`config.mk`:
```
export PLATFORM = sky130hd
export DESIGN_NAME = fetch_unit
export DESIGN_NICKNAME = d
export VERILOG_FILES = /design/src/rtl/fetch_unit.sv
export SDC_FILE = /design/constraint.sdc
export NUM_CORES = 1
export LEC_CHECK = 0
export CAP_MARGIN = 20
export CORE_AREA = 5 5 122 124
export CTS_BUF_LIST = sky130_fd_sc_hd__clkbuf_16
export DETAILED_ROUTE_END_ITERATION = 16
export DIE_AREA = 0 0 127 129
export GPL_TIMING_DRIVEN = 0
export PLACE_DENSITY = 0.74
export RECOVER_POWER = 100
export REMOVE_ABC_BUFFERS = 1
export SYNTH_ARGS = -nofsm -noshare
export SYNTH_HDL_FRONTEND = slang
export SYNTH_SLANG_ARGS = --single-unit
```
`constraint.sdc`:
```
create_clock -name clk -period 7.7 [get_ports clk]
set_clock_uncertainty 0.15 [all_clocks]
set_input_delay 0.77 -clock clk [delete_from_list [all_inputs] [get_ports clk]]
set_output_delay 0.77 -clock clk [all_outputs]
set_load 0.05 [all_outputs]
```
`src/rtl/fetch_unit.sv`:
```
// Instruction fetch / PC sequencer: fetches over a ready handshake, holds the word for decode, redirects on retire.
// Optional FETCH_MISALIGN_TRAP_EN: a misaligned fetch target traps and halts instead of being silently aligned.
`timescale 1ns/1ps
module fetch_unit #(
  parameter logic [31:0] RESET_PC = 32'h0000_0000
) (
  input  logic        clk,
  input  logic        reset,
  output logic        imem_req,
  output logic [31:0] imem_addr,
  input  logic        imem_ready,
  input  logic [31:0] imem_rdata,
  output logic [31:0] instr,
  output logic        instr_valid,
  output logic [31:0] pc,
  output logic [31:0] pc_plus4,
  input  logic        retire,
  input  logic        branch,
  input  logic        jump,
  input  logic        jalr,
  input  logic        br_cond,
  input  logic [31:0] imm,
  input  logic [31:0] jalr_target,
  output logic        misalign_trap
);

  localparam int unsigned XLEN = 32;
  localparam logic [XLEN-1:0] NOP_INSTR  = 32'h0000_0013;
  localparam logic [XLEN-1:0] JALR_MASK  = ~XLEN'(1);
  localparam logic [XLEN-1:0] ALIGN_MASK = ~XLEN'(3);

  typedef enum logic [1:0] {IDLE, FETCH, EXEC, HALT} state_t;

  state_t          state;
  logic [XLEN-1:0] target;
  logic [XLEN-1:0] next_pc;
  logic            target_misaligned;

  assign imem_addr = pc;
  assign pc_plus4  = pc + XLEN'(4);

  // Redirect priority: jalr over jump/taken branch over sequential.
  always_comb begin
    target = pc_plus4;
    if (jalr) begin
      target = jalr_target & JALR_MASK;
    end else if (jump || (branch && br_cond)) begin
      target = pc + imm;
    end
  end

`ifdef FETCH_MISALIGN_TRAP_EN
  assign next_pc           = target;
  assign target_misaligned = target[1];
`else
  assign next_pc           = target & ALIGN_MASK;
  assign target_misaligned = 1'b0;
`endif

  always_ff @(posedge clk or posedge reset) begin
    if (reset) begin
      state         <= IDLE;
      pc            <= RESET_PC;
      instr         <= NOP_INSTR;
      instr_valid   <= 1'b0;
      imem_req      <= 1'b0;
      misalign_trap <= 1'b0;
    end else begin
      case (state)
        IDLE: begin
          state    <= FETCH;
          imem_req <= 1'b1;
        end
        FETCH: begin
          if (imem_ready) begin
            instr       <= imem_rdata;
            instr_valid <= 1'b1;
            imem_req    <= 1'b0;
            state       <= EXEC;
          end
        end
        EXEC: begin
          if (retire) begin
            pc          <= next_pc;
            instr_valid <= 1'b0;
            if (target_misaligned) begin
              misalign_trap <= 1'b1;
              imem_req      <= 1'b0;
              state         <= HALT;
            end else begin
              imem_req <= 1'b1;
              state    <= FETCH;
            end
          end
        end
        HALT: begin
          imem_req    <= 1'b0;
          instr_valid <= 1'b0;
        end
        default: begin
          state       <= IDLE;
          imem_req    <= 1'b0;
          instr_valid <= 1'b0;
        end
      endcase
    end
  end

endmodule

```
# Word level (Yosys, flattened, before mapping)
# Cells that the tools add are included.
# totals
register_bits	66
out_inout_bits	131
# op_classes
reduce_logical	10
add_sub_neg	2
mux	11
eq_ne	5
# ops
op	n
two-way mux 32 bit	2
adder 32 x 3 -> 32 bit (second input constant)	1
adder 32 bit	1
one-hot mux 2 bit (3 select lines)	1
AND reduction 2 bit	3
AND reduction 3 bit	2
nonzero test 3 bit	2
equality test 2 bit (second input constant)	2
two-way mux 1 bit	4
two-way mux 2 bit	2
!= test 2 bit (second input constant)	2
one-hot mux 1 bit (4 select lines)	1
one-hot mux 1 bit (3 select lines)	1
equality test 2 x 1 -> 1 bit (second input constant)	1
logical NOT 2 bit	1
logical AND 1 bit	1
logical OR 1 bit	1

# Depth between registers and ports, before layout
# Gate-level depths: netlist of run 1.
# depth
word_depth	4
mapped_depth	10
depth_no_buf	10

# Worst setup path before layout of run 1
# OpenSTA, ideal clock, no wires.
# synth_path
path_type	flip-flop to output port
startpoint	register pc[3], in the netlist imem_addr[3]
endpoint	output pc_plus4[28]
n_path_buf	0
stages_incl_launch_ff	7
arrival_ns	2.623
setup_slack_ns	4.157
cell_sequence	dfrtp_1 > ha_1 > nand3_1 > nor2_2 > nand2_1 > nor2_1 > xor2_1
# synth_between
elab_chain_cells	1
# synth_rtl
element	line	text
start, declared	15	output logic [31:0] pc,
start signal, assigned	84	pc <= next_pc;
adder 32 x 3 -> 32 bit	40	assign pc_plus4 = pc + XLEN'(4);
end, declared	16	output logic [31:0] pc_plus4,
# No other way between the ends.

# Final worst setup path of run 1
# layout_path
startpoint	register pc[10], in the netlist imem_addr[10]
endpoint	output pc_plus4[28]
# The elaborated chain is that of the path after synthesis.

==> flow_metrics.env, run 1 <==
export IMPL_outcome="complete, but fails checks"
export IMPL_violations="max-capacitance violations, max-slew violations"
export IMPL_netlist_area_um2=5290
export IMPL_synth_most_common_cell="nand2_1"
export IMPL_ys_top_cells_by_area="dfrtp_1 (30%), ha_1 (7.1%), mux2_2 (6.8%), xnor2_1 (6.0%), buf_4 (5.2%)"
export IMPL_num_vias=5411
export IMPL_synth_ff_type="dfrtp_1"
export IMPL_die_area_um2=16400
export IMPL_period_needed_ns=4.74
export IMPL_fp_dieW_um=127
export IMPL_clk_latency_ns=0.34
export IMPL_cts_hold_buf=0
export IMPL_cts_sinks=66
export IMPL_post_route_period_util_pct=61.6
export IMPL_regArea_um2=1660
export IMPL_synth_cells=610
export IMPL_fillCellCount=1247
export IMPL_hold_viol_final=0
export IMPL_path_class="flop to output port"
export IMPL_async_reset_ff_share_pct=100
export IMPL_track_usage_pct=23.1
export IMPL_wl_per_cell_um=19.7
export IMPL_ys_ff_latch=66
export IMPL_setup_viol=0
export IMPL_dpl_hpwl_mm=14.8
export IMPL_overflow=0
export IMPL_drive_gt1_share_pct=8.52
export IMPL_area_growth_pct=47.3
export IMPL_cts_resized=0
export IMPL_fin_tns_setup_ns=0
export IMPL_ant_nets=0
export IMPL_grt_start_max_net_pins=67
export IMPL_required_ns=6.78
export IMPL_cp_start_kind="flop"
export IMPL_max_freq_mhz=211
export IMPL_antenna_cells=0
export IMPL_cts_buffers=9
export IMPL_grt_first_pass_wirelength_mm=29.8
export IMPL_place_area_um2=7460
export IMPL_synth_top_cell_area_share_pct=29.8
export IMPL_synth_common_cells="nand2_1 (68), dfrtp_1 (63), nor2_1 (48)"
export IMPL_cts_setup_buffers=0
export IMPL_post_route_cell_area_um2=7790
export IMPL_clockBufferDepth=2
export IMPL_grt_pass1_vias=5319
export IMPL_p_per_area_nw_per_um2=484
export IMPL_crit_arrival_ns=3.82
export IMPL_drc=0
export IMPL_nets=928
export IMPL_chipHeight_um=129
export IMPL_cp_max_fo=9
export IMPL_seq_area_frac_synth_pct=31.3
export IMPL_multiInputGateArea_um2=3260
export IMPL_dp_worst_setup_slack_ns=2.74
export IMPL_min_delay_path_class="flop to flop"
export IMPL_worst_pin_slew_ns=3.06
export IMPL_vias_per_cell=5.53
export IMPL_grt_setup_unrepaired="no"
export IMPL_synth_area_per_cell_um2=8.67
export IMPL_slew_viol_final=111
export IMPL_synth_edff_count=0
export IMPL_yosys_warnings=0
export IMPL_yosys_area_top_type="dfrtp_1"
export IMPL_row_count=43
export IMPL_peakVddDrop_uv=252
export IMPL_clkTransAtPathRegs_ns=0.06
export IMPL_cts_tree="yes"
export IMPL_ios=235
export IMPL_drt_initial_drc_count=332
export IMPL_htreeDepth=3
export IMPL_timing_final_ws_setup_ns=2.96
export IMPL_antenna_found_initial=0
export IMPL_cts_root_buf="clkbuf_16"
export IMPL_start_util_pct=38.7
export IMPL_numPortBuffers=223
export IMPL_core_area_um2=13700
export IMPL_slew_headroom_pct=-105
export IMPL_worst_setup_path_end_kind="output port"
export IMPL_synth_distinct_cells=66
export IMPL_place_congestion=0.893
export IMPL_dr_pass1_iters=6
export IMPL_drv_cap=2
export IMPL_power_leakage_nw=3.36
export IMPL_wl_mm=19.3
==> where the power goes <==
part	leakage, nW	switching [W]	internal, W	total, W
combinational	2.39	0.00176	0.000855	0.00261
sequential	0.808	0.000201	0.000505	0.000706
clock	0.160	0.000169	0.000286	0.000455
total	3.36	0.00213	0.00165	0.00378
==> sequential cells by signal, summed over array words and instances (netlist names) <==
register / cells
imem_addr: 30
imem_req: 1
instr: 32
instr_valid: 1
state: 2
==> routing by layer <==
metal  vias to the layer above  part of all wire [%]  track usage, %
met3                        28                   8.7            4.90
met4                         0                   2.0            7.63
met2                       253                    46            36.9
li1                       2554                     -               -
met5                         -                     0               0
met1                      2576                    44            31.2
==> cell families after synthesis <==
kind of cell               count (synthesis)  share of synthesized area (%)
xor gates and xnor gates                  52                           8.61
and+or+nand+nor                          191                           17.1
other                                      1                         0.0709
adders and majority gates                 31                           7.47
muxes                                     34                           7.21
AOI/OAI and AO/OA                        165                           20.7
buffers and inverters                     70                           7.61
DFF                                       66                           31.3
==> through the flow <==
step | total power, W | hold slack [ns] | cells | utilization [%]
global route | 0.00397 | 0.360 | 978 | 57.0
detailed placement | 0.00344 | 0.343 | 961 | 54.6
floorplan | 0.00253 | 0.358 | 555 | -
CTS | 0.00391 | 0.357 | 977 | 56.9
global placement | 0.00341 | 0.336 | 958 | 54.2
finish | 0.00378 | 0.348 | 978 | 57.0
==> critical path, stage by stage, from the launching register on <==
cell and delay (ns):
dfrtp_1 0.50, and4_1 0.28, nand4_1 0.28, nor2_1 0.69, nand2_1 0.30, nor2_1 0.34
xor2_1 0.18, dlygate4sd3_1 0.91
==> final cells by class <==
class / count / area share (%)
Timing Repair Buffer: 227 / 29.4
Multi-Input combinational cell: 480 / 41.8
Clock buffer: 9 / 2.89
Tap cell: 180 / 2.89
Sequential cell: 66 / 21.2
Clock inverter: 7 / 1.28
Inverter: 9 / 0.450
==> placed cells by master, fill, tap and decap left out, drive strengths merged, types with 30 or more instances in the layout <==
cell / instances
nand2: 69
dfrtp: 63
dlygate4sd3: 127
mux2: 33
clkdlybuf4s50: 96
xnor2: 36
o21ai: 43
a21oi: 36
ha: 30
nor2: 49
==> path summary, 6_finish.rpt <==
kind                                    start             to  slack (ns)  cells past startpoint
worst max-delay path            imem_addr[10]   pc_plus4[28]        2.96                      7
worst min-delay path                 instr[2]       instr[2]        0.35                      1
worst max register to register       state[1]  imem_addr[30]        3.85                      5
worst min register to register       instr[2]       instr[2]        0.35                      1
max in group asynchronous               reset       instr[6]        4.41                      2
min in group asynchronous               reset      instr[29]        1.61                      2
Note: power is estimated with default switching activity, not from simulation.
==> run 2, diff against run 1 <==
--- a/config.mk
+++ b/config.mk
@@ -6,12 +6,12 @@
 export NUM_CORES = 1
 export LEC_CHECK = 0
 export CAP_MARGIN = 20
-export CORE_AREA = 5 5 122 124
+export CORE_AREA = 5 5 123 125
 export CTS_BUF_LIST = sky130_fd_sc_hd__clkbuf_16
 export DETAILED_ROUTE_END_ITERATION = 16
-export DIE_AREA = 0 0 127 129
+export DIE_AREA = 0 0 128 130
 export GPL_TIMING_DRIVEN = 0
-export PLACE_DENSITY = 0.74
+export PLACE_DENSITY = 0.76
 export RECOVER_POWER = 100
 export REMOVE_ABC_BUFFERS = 1
 export SYNTH_ARGS = -nofsm -noshare
==> constraint.sdc (replaced) <==
create_clock -name clk -period 4 [get_ports clk]
set_clock_uncertainty 0.15 [all_clocks]
set_input_delay 0.4 -clock clk [delete_from_list [all_inputs] [get_ports clk]]
set_output_delay 0.4 -clock clk [all_outputs]
set_load 0.05 [all_outputs]
==> run 2 against run 1 <==
  * The run still ends with max-capacitance violations, max-slew violations left
  * Global-route usage down 1.6 points
  * Flip-flop and latch count is the same
  * Largest cell class unchanged
  * Via count down 2.0%
  * Critical endpoint is now pc_plus4[31]
  * Sequential share of layout area is 0.062 points higher
==> flow_metrics.env, run 2 (same netlist as run 1, synthesis figures left out) <==
export IMPL_outcome="complete, but fails checks"
export IMPL_violations="max-capacitance violations, max-slew violations"
export IMPL_area_growth_pct=46.9
export IMPL_slew_viol_final=111
export IMPL_setup_viol=0
export IMPL_core_area_um2=13800
export IMPL_wl_mm=18.3
export IMPL_seqPwrFrac_pct=19.0
export IMPL_grt_setup_unrepaired="no"
export IMPL_largest_register="instr"
export IMPL_required_ns=3.45
export IMPL_cts_sinks=66
export IMPL_die_area_um2=16600
export IMPL_netSwitchingPower_w=0.00402
export IMPL_vias_per_cell=5.42
export IMPL_whs_endpoint="instr[31]"
export IMPL_largest_reg_flops=32
export IMPL_crit_reg2reg_launch="imem_addr[2]"
export IMPL_regArea_um2=1660
export IMPL_p_sw_share_pct=56.1
export IMPL_placed_cells=962
export IMPL_mostFrequentLayoutCells="dlygate4sd3_1 (124), clkdlybuf4s50_1 (97), nand2_1 (69)"
export IMPL_cts_buffers=9
export IMPL_min_delay_path_class="flop to flop"
export IMPL_period_needed_ns=3.91
export IMPL_final_common_cell="dlygate4sd3_1"
export IMPL_clkPwrFrac_pct=12.0
export IMPL_clk_latency_ns=0.34
export IMPL_num_vias=5303
export IMPL_drive_gt1_share_pct=8.02
export IMPL_multiInputGateArea_um2=3260
export IMPL_drv_cap=2
export IMPL_row_count=43
export IMPL_place_congestion=0.899
export IMPL_dpl_hpwl_mm=14.0
export IMPL_clockBufferDepth=2
export IMPL_clkTransAtPathRegs_ns=0.06
export IMPL_drc=0
export IMPL_timing_rr_end="imem_addr[26]"
export IMPL_crit_arrival_ns=3.36
export IMPL_slew_headroom_pct=-72.3
export IMPL_worst_setup_path_end_kind="output port"
export IMPL_dr_pass1_iters=5
export IMPL_nets=928
export IMPL_drt_initial_drc_count=268
export IMPL_cts_root_buf="clkbuf_16"
export IMPL_cts_tree="yes"
export IMPL_htreeDepth=3
export IMPL_grt_first_pass_wirelength_mm=28.3
export IMPL_grt_pass1_vias=5225
export IMPL_antenna_cells=0
export IMPL_numPortBuffers=223
export IMPL_comb_power_share_pct=69.0
export IMPL_post_route_cell_area_um2=7770
export IMPL_track_usage_pct=21.5
export IMPL_start_util_pct=38.4
export IMPL_chipHeight_um=130
export IMPL_fp_dieW_um=128
export IMPL_hold_viol_final=0
export IMPL_p_per_area_nw_per_um2=923
export IMPL_p_int_w=0.00315
export IMPL_antenna_found_initial=0
export IMPL_cp_max_fo=11
export IMPL_r2r_cells=10
export IMPL_finalNonFillerCells=978
export IMPL_hp_start="instr[31]"
export IMPL_grt_start_max_net_pins=67
export IMPL_peakVddDrop_uv=513
export IMPL_max_freq_mhz=256
export IMPL_ant_nets=0
export IMPL_worstHoldPathCells=1
export IMPL_overflow=0
export IMPL_fillCellCount=1305
export IMPL_place_area_um2=7480
export IMPL_path_class="flop to output port"
export IMPL_wl_per_cell_um=18.8
export IMPL_cp_start_kind="flop"
export IMPL_whs_ns=0.347
export IMPL_post_route_period_util_pct=97.6
export IMPL_power_leakage_nw=3.34
export IMPL_worst_pin_slew_ns=2.58
export IMPL_r2r_setup_slack_ns=0.34
export IMPL_ios=235
[run 2: worst max-delay path, cell delays in order (launching register included)]
cell and delay (ns):
dfrtp_1 0.61, nand4_1 0.20, nor3_1 0.48, nor3b_1 0.44, and3_1 0.25, xor2_1 0.19, clkdlybuf4s50_1 0.84
[run 2: worst max-delay path by stage]
stage | end | cells after the start | startpoint
after floorplan | imem_addr[30] | 8 | imem_addr[3]
after global placement | imem_addr[30] | 6 | jalr
after detailed placement | imem_addr[30] | 6 | jalr
after CTS | pc_plus4[29] | 6 | imem_addr[18]
after global routing | pc_plus4[31] | 6 | imem_addr[18]
final | pc_plus4[31] | 6 | imem_addr[18]
[run 2: power by group through the flow]
stage / registers, W / clock network (W) / logic [W]
CTS: 0.00139 / 0.000876 / 0.00519
global placement: 0.00138 / 0 / 0.00514
detailed placement: 0.00139 / 0 / 0.00517
floorplan: 0.00283 / 0 / 0.00204
finish: 0.00136 / 0.000860 / 0.00495
global route: 0.00142 / 0.000905 / 0.00524
[run 2: stage by stage]
stage	setup TNS [ns]	utilization (%)	setup slack [ns]	total power, W
2_1_floorplan	0	-	0.294	0.00487
3_3_place_gp	-2.98	53.7	-0.646	0.00651
3_5_place_dp	0	54.3	0.182	0.00656
4_1_cts	0	56.7	0.0961	0.00745
5_1_grt	0	56.4	0.0231	0.00757
6_report	0	56.4	0.0948	0.00717
[run 2: area by class of cell]
class	instances	share of cell area, %
inverters	9	0.435
repair buffers	227	29.4
multi-input cells	480	41.9
clock inverters	7	1.21
flip-flops and latches	66	21.3
well taps	180	2.90
clock buffers	9	2.90
[run 2: layer usage]
| metal | track usage (%) | routed length (um) | vias to the layer above |
|---|---|---|---|
| met4 | 5.49 | 206 | 0 |
| met2 | 33.8 | 8310 | 253 |
| met1 | 29.5 | 8220 | 2470 |
| li1 | - | - | 2555 |
| met3 | 5.65 | 1610 | 25 |
| met5 | 0 | 0 | - |
[run 2: repair_timing]
| action | CTS | global route |
|---|---|---|
| hold buffers | 0 | 0 |
| endpoints found under the setup margin | 1 | 2 |
| resized for setup | 1 | 2 |
| buffers inserted | 0 | 0 |
==> run 3, diff against run 2 <==
--- a/config.mk
+++ b/config.mk
@@ -6,12 +6,13 @@
 export NUM_CORES = 1
 export LEC_CHECK = 0
 export CAP_MARGIN = 20
-export CORE_AREA = 5 5 123 125
+export CORE_AREA = 5 5 122 124
 export CTS_BUF_LIST = sky130_fd_sc_hd__clkbuf_16
 export DETAILED_ROUTE_END_ITERATION = 16
-export DIE_AREA = 0 0 128 130
+export DIE_AREA = 0 0 127 129
+export GPL_ROUTABILITY_DRIVEN = 0
 export GPL_TIMING_DRIVEN = 0
-export PLACE_DENSITY = 0.76
+export PLACE_DENSITY = 0.74
 export RECOVER_POWER = 100
 export REMOVE_ABC_BUFFERS = 1
 export SYNTH_ARGS = -nofsm -noshare
==> constraint.sdc (replaced) <==
create_clock -name clk -period 4.3 [get_ports clk]
set_clock_uncertainty 0.15 [all_clocks]
set_input_delay 0.43 -clock clk [delete_from_list [all_inputs] [get_ports clk]]
set_output_delay 0.43 -clock clk [all_outputs]
set_load 0.05 [all_outputs]
==> run 3 against run 2 <==
  * The run still ends with max-capacitance violations, max-slew violations left
  * Cell count is the same
  * Sequential power fell by 7%
  * Flip-flop and latch count did not move
  * Die area down 1.5%
  * Critical path depth unchanged
  * Via count is 3.1% higher
  * Clock power decreased by 7.1%
  * Count of clock-buffer cells in the layout did not move
  * Final area grew 0.42%
==> flow_metrics.env, run 3 (same netlist as run 1, synthesis figures left out) <==
export IMPL_outcome="complete, but fails checks"
export IMPL_violations="max-capacitance violations, max-slew violations"
export IMPL_min_delay_path_class="flop to flop"
export IMPL_core_area_um2=13700
export IMPL_cp_start_kind="flop"
export IMPL_nets=928
export IMPL_antenna_cells=0
export IMPL_timing_critical_path_buf_inv=1
export IMPL_drv_cap=2
export IMPL_clkTransAtPathRegs_ns=0.06
export IMPL_path_common_cell="nand4_1"
export IMPL_ios=235
export IMPL_finalNonFillerCells=978
export IMPL_dpl_hpwl_mm=14.2
export IMPL_drt_initial_drc_count=357
export IMPL_critPathTopFamily="simple AND/OR/NAND/NOR gates"
export IMPL_grt_first_pass_wirelength_mm=29.2
export IMPL_largest_reg_flops=32
export IMPL_largest_register="instr"
export IMPL_cts_tree="yes"
export IMPL_max_freq_mhz=247
export IMPL_multiInputGateArea_um2=3260
export IMPL_htreeDepth=3
export IMPL_required_ns=3.72
export IMPL_numPortBuffers=223
export IMPL_cts_hold_buf=0
export IMPL_placed_cells=961
export IMPL_worstHoldPathCells=1
export IMPL_worst_pin_slew_ns=2.55
export IMPL_crit_cells=6
export IMPL_peakVddDrop_uv=423
export IMPL_critPathSlowestCell="dlygate4sd3_1"
export IMPL_ant_nets=0
export IMPL_die_area_um2=16400
export IMPL_worst_setup_path_end_kind="output port"
export IMPL_slew_viol_final=111
export IMPL_area_growth_pct=47.5
export IMPL_vias_per_cell=5.59
export IMPL_cts_sinks=66
export IMPL_num_vias=5465
export IMPL_hold_viol_final=0
export IMPL_antenna_found_initial=0
export IMPL_cp_max_fo=11
export IMPL_overflow=0
export IMPL_dr_pass1_iters=8
export IMPL_final_common_cell="dlygate4sd3_1"
export IMPL_r2r_cells=5
export IMPL_crit_arrival_ns=3.47
export IMPL_track_usage_pct=22.1
export IMPL_fp_dieW_um=127
export IMPL_start_util_pct=38.7
export IMPL_cts_buffers=9
export IMPL_clockBufferDepth=2
export IMPL_path_class="flop to output port"
export IMPL_cts_resized=0
export IMPL_power_total_w=0.00671
export IMPL_setup_viol=0
export IMPL_cts_root_buf="clkbuf_16"
export IMPL_cpPeakStageDelay_ns=0.91
export IMPL_drive_gt1_share_pct=8.27
export IMPL_p_per_area_nw_per_um2=860
export IMPL_row_count=43
export IMPL_regArea_um2=1660
export IMPL_period_needed_ns=4.05
export IMPL_power_leakage_nw=3.36
export IMPL_grt_start_max_net_pins=67
export IMPL_clk_latency_ns=0.33
export IMPL_wl_mm=18.5
export IMPL_drc=0
export IMPL_mostFrequentLayoutCells="dlygate4sd3_1 (127), clkdlybuf4s50_1 (96), nand2_1 (68)"
export IMPL_wl_per_cell_um=18.9
export IMPL_post_route_period_util_pct=94.1
export IMPL_chipHeight_um=129
export IMPL_fillCellCount=1249
export IMPL_grt_setup_unrepaired="no"
export IMPL_slew_headroom_pct=-70.2
export IMPL_grt_pass1_vias=5555
export IMPL_path_cells="nand4_1 > nor3_1 > nor3b_1 > nand4_1 > xnor2_1 > dlygate4sd3_1"
export IMPL_cts_setup_buffers=0
-- run 3: metal layers --
metal	GRT usage, %	share of wire (%)	vias up
met5	0	0	-
met4	5.49	1.5	0
met3	6.35	9.4	32
met2	36.9	47	294
met1	28.3	43	2587
li1	-	-	2552
-- run 3: final timing paths --
check                                   start             to  slack (ns)
worst min-delay path                 instr[3]       instr[3]        0.35
worst min register to register       instr[3]       instr[3]        0.35
worst max-delay path            imem_addr[18]   pc_plus4[29]        0.25
max in group asynchronous               reset      instr[18]        1.25
min in group asynchronous               reset      instr[29]        1.29
worst max register to register       state[1]  imem_addr[30]        0.63
-- run 3: cell type report --
| class | instances | area share, % |
|---|---|---|
| clock buffer | 9 | 2.89 |
| clock inverter | 7 | 1.22 |
| inverter | 9 | 0.433 |
| multi-input combinational | 480 | 41.8 |
| sequential | 66 | 21.2 |
| tap | 180 | 2.89 |
| timing repair buffer | 227 | 29.5 |
-- run 3: per-stage QoR --
| stage | TNS, ns | worst slack, ns | utilization [%] | hold WS, ns | area, um2 |
|---|---|---|---|---|---|
| 2_1_floorplan | 0 | 0.594 | - | 0.358 | 4940 |
| 3_3_place_gp | -0.305 | -0.196 | 54.2 | 0.336 | 7400 |
| 3_5_place_dp | -0.0455 | -0.0455 | 54.7 | 0.344 | 7470 |
| 4_1_cts | 0 | 0.241 | 57.0 | 0.357 | 7790 |
| 5_1_grt | 0 | 0.0498 | 57.1 | 0.361 | 7800 |
| 6_report | 0 | 0.255 | 57.1 | 0.348 | 7800 |
-- run 3: power breakdown --
| group | total, W | internal, W | switching (W) |
|---|---|---|---|
| Combinational | 0.00465 | 0.00153 | 0.00312 |
| Clock | 0.000799 | 0.000507 | 0.000292 |
| Sequential | 0.00127 | 0.000904 | 0.000362 |
